**src/rtl/alu_pkg.sv**
```systemverilog
// alu_pkg
// Shared definitions for the ALU unit-select path. Producers of the select
// code and consumers of the decoded select lines both import this package
// so that they agree on the encoding.
//   SEL_W      width of the unit-select code
//   DEC_W      number of one-hot select lines
//   alu_sel_e  unit-select encodings (ARITH, LOGIC, SHIFT, CMP)
package alu_pkg;

    localparam int SEL_W = 2;
    localparam int DEC_W = 4;

    typedef enum logic [SEL_W-1:0] {
        SEL_ARITH = 2'd0,
        SEL_LOGIC = 2'd1,
        SEL_SHIFT = 2'd2,
        SEL_CMP   = 2'd3
    } alu_sel_e;

endpackage

```
**src/rtl/onehot_dec_core.sv**
```systemverilog
// onehot_dec_core
// Purely combinational decode of an SEL_W-bit select code into DEC_W one-hot
// lines (bit n high for code n).
// Ports:
//   i_sel  [SEL_W-1:0]  select code
//   o_dec  [DEC_W-1:0]  one-hot decode; all-zero for an unknown code
module onehot_dec_core
    import alu_pkg::*;
(
    input  logic [SEL_W-1:0] i_sel,
    output logic [DEC_W-1:0] o_dec
);

    always_comb begin
        o_dec = '0;
        // An explicit case (rather than a shift) makes an X/Z select fall
        // through to the all-zero default instead of producing X/multi-hot.
        case (alu_sel_e'(i_sel))
            SEL_ARITH: o_dec = 4'b0001;
            SEL_LOGIC: o_dec = 4'b0010;
            SEL_SHIFT: o_dec = 4'b0100;
            SEL_CMP:   o_dec = 4'b1000;
            default:   o_dec = '0;
        endcase
    end

endmodule

```
**src/rtl/decoder_2_to_4.sv**
```systemverilog
// decoder_2_to_4
// Registered 2-to-4 one-hot decoder with enable, used as the ALU
// operation/unit-select stage. One cycle of latency, full throughput, outputs
// driven directly from flops.
// Ports:
//   clk    system clock, rising edge
//   rst_n  asynchronous active-low reset; clears all outputs immediately
//   en     decode enable, sampled at the rising edge
//   in     2-bit select code, sampled at the rising edge
//   out0..out3  registered one-hot select lines (all zero when not enabled)
//   valid  registered enable; high when out0..out3 hold a fresh decode
module decoder_2_to_4
    import alu_pkg::*;
(
    input  logic             clk,
    input  logic             rst_n,
    input  logic             en,
    input  logic [SEL_W-1:0] in,
    output logic             out0,
    output logic             out1,
    output logic             out2,
    output logic             out3,
    output logic             valid
);

    logic [DEC_W-1:0] w_dec;
    logic [DEC_W-1:0] w_dec_gated;
    logic [DEC_W-1:0] r_dec;
    logic             r_valid;

    onehot_dec_core u_core (
        .i_sel (in),
        .o_dec (w_dec)
    );

    // Disabled cycles clear the lines; the previous code is never held.
    assign w_dec_gated = en ? w_dec : '0;

    always_ff @(posedge clk or negedge rst_n) begin
        if (!rst_n) begin
            r_dec   <= '0;
            r_valid <= 1'b0;
        end else begin
            r_dec   <= w_dec_gated;
            // Equal to en for every legal code; an unknown code decodes to
            // zero and so also drops valid, keeping the one-hot/zero pairing.
            r_valid <= en & (|w_dec);
        end
    end

    assign out0  = r_dec[0];
    assign out1  = r_dec[1];
    assign out2  = r_dec[2];
    assign out3  = r_dec[3];
    assign valid = r_valid;

`ifndef SYNTHESIS
    // Simulation-only checks: X/Z select while enabled, and the registered
    // outputs being one-hot when valid, all-zero otherwise.
    always @(posedge clk) begin
        if (rst_n && en) begin
            assert (!$isunknown(in))
                else $error("decoder_2_to_4: select input has X/Z while en=1 (in=%b)", in);
        end
        if (rst_n) begin
            assert (r_valid ? $onehot(r_dec) : (r_dec == '0))
                else $error("decoder_2_to_4: outputs not one-hot/zero (dec=%b valid=%b)",
                            r_dec, r_valid);
        end
    end
`endif

endmodule

```
**config.mk**
```make
export PLATFORM = sky130hd
export DESIGN_NAME = decoder_2_to_4
export DESIGN_NICKNAME = d
export VERILOG_FILES = /design/src/rtl/alu_pkg.sv /design/src/rtl/onehot_dec_core.sv /design/src/rtl/decoder_2_to_4.sv
export SDC_FILE = /design/constraint.sdc
export NUM_CORES = 1
export LEC_CHECK = 0
export CORE_AREA = 3 3 40 42
export DETAILED_ROUTE_END_ITERATION = 7
export DIE_AREA = 0 0 43 45
export PLACE_DENSITY_LB_ADDON = 0.25
export SLEW_MARGIN = 20
export SYNTH_ARGS = -nofsm -noshare
export SYNTH_HDL_FRONTEND = slang
export SYNTH_HIERARCHICAL = 1
export SYNTH_SLANG_ARGS = --single-unit
```
**constraint.sdc**
```tcl
create_clock -name clk -period 0.8 [get_ports clk]
set_input_delay 0.16 -clock clk [delete_from_list [all_inputs] [get_ports clk]]
set_output_delay 0.16 -clock clk [all_outputs]
set_load 0.02 [all_outputs]
```
# After elaboration in Yosys (flattened, before gate mapping)
# Cells that the tools add are included.
# Widths: inputs -> output; s select.
dict set report op_classes {
  reduce_logical 2
  mux 2
  bitwise 1
  eq_ne 3
}
# op n
set op_table {}
lappend op_table {{$pmux 4 s4} 1}
lappend op_table {{$eq 2x2->1 const B} 2}
lappend op_table {{$mux 4} 1}
lappend op_table {{$reduce_or 4->1} 1}
lappend op_table {{$eq 2x1->1 const B} 1}
lappend op_table {{$logic_not 2->1} 1}
lappend op_table {{$and 1x1->1} 1}
dict set report totals {
  ff_bits 5
  output_inout_bits 5
}

# Longest topological paths before layout
# Gate-level depths: netlist of the first run.
dict set report depth {
  ltp_word 4
  mapped_depth 2
  ltp_nobuf 2
}

# Modules after synthesis
# Netlist of the first run, hierarchy kept.
# mod cells_each seq_area_each_um2 area_each_um2 n_inst
set modules_own_cells {}
lappend modules_own_cells {decoder_2_to_4 10 125.1 162.7 1}
lappend modules_own_cells {onehot_dec_core 4 0.0 26.3 1}

# Least setup slack after synthesis of the first run
# Ideal clock, no wire load.
dict set report synth_timing {
  kind {input -> register}
  startpoint {input in[0]}
  endpoint {register r_valid, in the netlist valid}
  arrival_time_ps 711
  stages 2
  setup_time_ps 129
  slack_ps -40
  path_cell_list {and2_2 o41a_1}
}
dict set report synth_between {
  elab_chain_cells 4
  elab_cells_between_ends 7
}
# element line_no
set synth_lines {}
lappend synth_lines {{start, declared} decoder_2_to_4.sv:18} ;# input logic [SEL_W-1:0] in,
lappend synth_lines {{$eq 2x2->1 (tied with other cells)} onehot_dec_core.sv:18} ;# case (alu_sel_e'(i_sel))
lappend synth_lines {{$pmux 4 s4 *} onehot_dec_core.sv:18}
lappend synth_lines {{$reduce_or 4->1 *} decoder_2_to_4.sv:47} ;# r_valid <= en & (|w_dec);
lappend synth_lines {{$and 1x1->1 *} decoder_2_to_4.sv:47}
lappend synth_lines {{end signal, assigned} decoder_2_to_4.sv:47}
lappend synth_lines {{end, declared} decoder_2_to_4.sv:29} ;# logic r_valid;
# Every way passes the cells marked *; elsewhere a longest branch is shown, timed or not.

# Worst setup path in the final report of the first run
dict set report layout_timing {
  startpoint {register r_dec[2]}
  endpoint {output out2}
}
# element line_no
set layout_lines {}
lappend layout_lines {{start, declared} decoder_2_to_4.sv:28} ;# logic [DEC_W-1:0] r_dec;
lappend layout_lines {{start signal, assigned} decoder_2_to_4.sv:44} ;# r_dec <= w_dec_gated;
lappend layout_lines {{end, declared} decoder_2_to_4.sv:21} ;# output logic out2,
# No word-level cell between the ends.

==> results of run 1 <==
==> per-layer routing <==
metal,share of wire (%),global-route usage [%],up-vias
met5,0,0,-
met4,0,5.422,0
met3,16,3.586,0
met2,36,3.593,10
met1,48,5.868,63
li1,-,-,74
==> cells in the mapped netlist <==
| cell type | instances |
|---|---|
| and2_1 | 3 |
| and2b_2 | 1 |
| nor2b_1 | 1 |
| nor2_1 | 1 |
| dfrtp_1 | 5 |
| o41a_1 | 1 |
| and2_2 | 2 |
==> state kept, by name (all words and copies together) (netlist names) <==
signal  flops
r_dec       4
valid       1
==> what timing repair did <==
item,CTS,global route
endpoints found under the setup margin,8,6
pin swaps,0,1
gates resized for setup,38,1
buffers inserted,0,1
==> power by group through the flow <==
stage | clock [uW] | sequential (uW) | combinational, uW
after floorplan | 0 | 288 | 18.4
after global placement | 0 | 271 | 87.2
after detailed placement | 0 | 272 | 87.6
after CTS | 300 | 271 | 88.9
after global routing | 326 | 271 | 98.3
final | 285 | 270 | 90.6
==> path summary, 6_finish.rpt <==
check	slack [ns]	start	end	cells past startpoint
max in group asynchronous	0.47	rst_n	r_dec[0]	1
min in group clk	0.28	in[0]	r_dec[2]	3
min	0.14	rst_n	r_dec[2]	1
max	-0.09	r_dec[2]	out2	1
==> logic make-up after synthesis <==
logic type,count (synthesis),share of synthesized area [%]
flops,5,66.23
compound gates,1,5.960
simple gates,8,27.81
==> layout by cell type, fill, tap and decap left out <==
cell and instances:
buf_4 1, o41a_1 1, and2b_2 1, clkbuf_1 1, buf_2 2, and2_4 1
clkbuf_4 3, and2_2 1, dfrtp_1 5, and2_1 3, clkdlybuf4s50_1 2, nor2b_1 1
buf_6 5, nor2_1 1
==> per-stage QoR <==
stage	cells	TNS (ns)
2_1_floorplan	14	-0.04045
4_1_cts	42	-0.5027
5_1_grt	43	-0.5959
6_report	43	-0.4432
3_3_place_gp	38	-2.926
3_5_place_dp	38	-2.980
==> final cells by class <==
type / count / share of cell area [%]
Sequential cell: 5 / 38.02
Timing Repair Buffer: 10 / 28.52
Multi-Input combinational cell: 9 / 19.77
Clock buffer: 4 / 7.985
Tap cell: 15 / 5.703
==> metrics.txt, run 1 <==
initial antenna violation count 0; largest net degree at the start of global routing 6; Clock Power Share 44.1%; # DRC 0; fin worst setup slack -0.09202 ns; Worst EP arrival 0.73 ns; mapped cell area 188.9 um^2; relative slew slack 85.25%; DR iter-0 viols 2; register area 125.1 um^2; Tightest Pin Transition 0.2206 ns; # Max-Cap Violations 0; fin nets 34; Sw Ratio 21.84%; share of post-route cells with drive strength above 1 50.00%; Ys Warns 6; Slowest cell on crit path dfrtp_1; Finished Core Util 25.61%; Slew Viols, Final 0; status finished, violations left; clk slew on worst S/H paths 0.04 ns; synthesized net count 19; Crit Path Category reg2out; syn_area_per_cell 13.50 um^2; Final Hold Viols 0; combinational share of power 14.0%; Syn-to-layout area delta 74.17%; Pleak 0.0001601 uW; remaining global-route overflow 0; Synth cell types 7; Pre-antenna DRT Iters 4; fin crit period 0.8920 ns; CP endpoint kind output port; Critical path buffers and inverters 1; WL final 347 um; family with the most delay on the worst path flip-flops; Routed WL per cell 8.070 um; die area 1935 um^2; fillers 135; synthesized flop and latch total 5; Root Driver clkbuf_4; top cells by area, synth dfrtp_1, and2_1, and2_2, o41a_1, and2b_2; Worst Path Required 0.64 ns; worst slack at placement -0.5751 ns; vias 147; finished layout cell area 329.1 um^2; placed cell areas 297.8 um^2; starting density of the core 14.70%; die height 45 um; area leader, netlist dfrtp_1; Total Power 646.1 uW; core area 1285 um^2; Final period util 111.5%; Die W 43 um; Startpoint Class register; crit path cell chain buf_6; H-tree levels 1; failing checks negative setup slack; CP peak stage delay 0.37 ns; antenna-violating nets left 0; post-synth top area share 66.23%; Final setup viols 5; maximum vdd drop 391.1 uV; vias per inst 3.419; CTS sink count 5; cts hold-fix bufs 0; Max Clk Rate 1121 MHz; P_int 505.1 uW; diodes inserted 0; Mapped Cells 14; GPL Wtd Cong 0.6182; first-pass GRT wire length 545 um; CTS tree built; Seq pwr share 41.9%; I/O pin cnt 10; Psw 141.1 uW; crit-path max FO 1; WHS 0.1392 ns; Clock Tree Buf Depth 2; CTS buffer count 3; Seq/Total Area, Yosys 66.23%; global-route usage over all layers 4.519%; Hold Path Class in2async; port bufs 9; PwrDens 1964 nW/um^2; row count 13; area of the multi-input gates 65.06 um^2; number of global-route vias before repair 130; RSZ-0062 raised after global routing true
Power figures use the tool's default switching activity.
==> run 2: changes to the inputs <==
CAP_MARGIN = 20   (was not set)
RECOVER_POWER = 25   (was not set)
==> run 2 against run 1 <==
Effect of this change: the flow still finishes with violations (negative setup slack); routed wire length decreased by 0.29%; first-iteration DRC count unchanged; global-route usage unchanged; count of clock-buffer cells in the layout unchanged; sequential share of layout area unchanged; flip-flop and latch count unchanged; clock power about the same; hold slack improved by 0.070 ns; sequential power about the same; die area unchanged; cell count unchanged; critical path type unchanged; largest cell class unchanged; largest power group unchanged.
==> metrics.txt, run 2 (synthesis results as in run 1) <==
Crit Path Category reg2out; Die W 43 um; Slowest cell on crit path dfrtp_1; DR iter-0 viols 2; CP endpoint kind output port; Pleak 0.0001603 uW; Root Driver clkbuf_4; # Max-Cap Violations 0; first-pass GRT wire length 545 um; vias 147; global-route usage over all layers 4.519%; fillers 135; CTS sink count 5; Slew Viols, Final 0; diodes inserted 0; die height 45 um; I/O pin cnt 10; Max Clk Rate 1121 MHz; M1 GR Usage 5.868%; status finished, violations left; family with the most delay on the worst path flip-flops; Critical path buffers and inverters 1; most frequent cells in the layout buf_6, dfrtp_1, and2_1, clkbuf_4, buf_2; fin worst setup slack -0.09202 ns; Total Power 645.2 uW; Tightest Pin Transition 0.2260 ns; RSZ-0062 raised after global routing true; fin crit period 0.8920 ns; placed cells 38; row count 13; H-tree levels 1; PwrDens 1961 nW/um^2; Final period util 111.5%; Final Hold Viols 0; # DRC 0; core area 1285 um^2; crit path cell chain buf_6; GR Util met3 3.586%; post-route setup TNS -0.4432 ns; initial antenna violation count 0; vias per inst 3.419; Syn-to-layout area delta 74.17%; met2 Resource Use GR 3.593%; critical path launch point r_dec[2]; fin nets 34; crit-path max FO 1; CTS buffer count 3; max FFs per register 4; starting density of the core 14.70%; Final setup viols 5; share of post-route cells with drive strength above 1 50.00%; antenna-violating nets left 0; number of global-route vias before repair 130; Routed WL per cell 8.047 um; Pre-antenna DRT Iters 4; WL final 346 um; failing checks negative setup slack; CP peak stage delay 0.37 ns; largest net degree at the start of global routing 6; remaining global-route overflow 0; most used routing layer met1; Hold Path Class in2async; relative slew slack 84.88%; CTS tree built; Worst Path Required 0.64 ns; Top reg by flops r_dec; maximum vdd drop 391.0 uV; Worst EP arrival 0.73 ns; port bufs 9; clk slew on worst S/H paths 0.04 ns; GPL Wtd Cong 0.6182; Clock Tree Buf Depth 2; die area 1935 um^2; Startpoint Class register; Cell Count, Final, Fillers Out 43
run 2: cell count changes in the layout (fill, tap and decap cells not counted), sizes merged:
cell	delta
clkdlybuf4s50	-1
dlygate4sd3	+1
run 2: timing repair:
action | CTS | global route
pin swaps | 0 | 1
endpoints found under the setup margin | 8 | 6
resized for setup | 38 | 1
setup buffers | 0 | 1
hold buffers | 0 | 0
run 2: where the power goes:
part	total, uW	internal [uW]	switching (uW)
combinational	89.6	50.3	39.3
clock	285	188	96.9
sequential	270	266	4.88
run 2: layout make-up:
class                      instances  area [um^2]  area share [%]
multi-input combinational          9        65.06           19.77
timing repair buffer              10        93.84           28.52
tap                               15        18.77           5.703
sequential                         5        125.1           38.02
clock buffer                       4        26.28           7.985
run 2: final timing paths:
path                            end  slack [ns]  depth (start not counted)
min in group clk           r_dec[2]        0.28                          3
setup / recovery               out2       -0.09                          1
max in group asynchronous  r_dec[0]        0.40                          1
hold / removal             r_dec[2]        0.21                          1
run 2: routing by layer:
layer,vias to the layer above,share of wire [%]
li1,74,-
met1,63,48
met2,10,36
met3,0,16
met4,0,0
met5,-,0
run 2: per-stage QoR:
step	utilization (%)	instance area (um^2)	hold slack, ns	worst slack (ns)
2_1_floorplan	-	188.9	-0.1356	-0.04045
4_1_cts	25.51	327.8	0.1365	-0.1052
6_report	25.61	329.1	0.2095	-0.09202
3_5_place_dp	23.17	297.8	0.3944	-0.5751
5_1_grt	25.61	329.1	0.2202	-0.1282
3_3_place_gp	23.17	297.8	0.3919	-0.5646
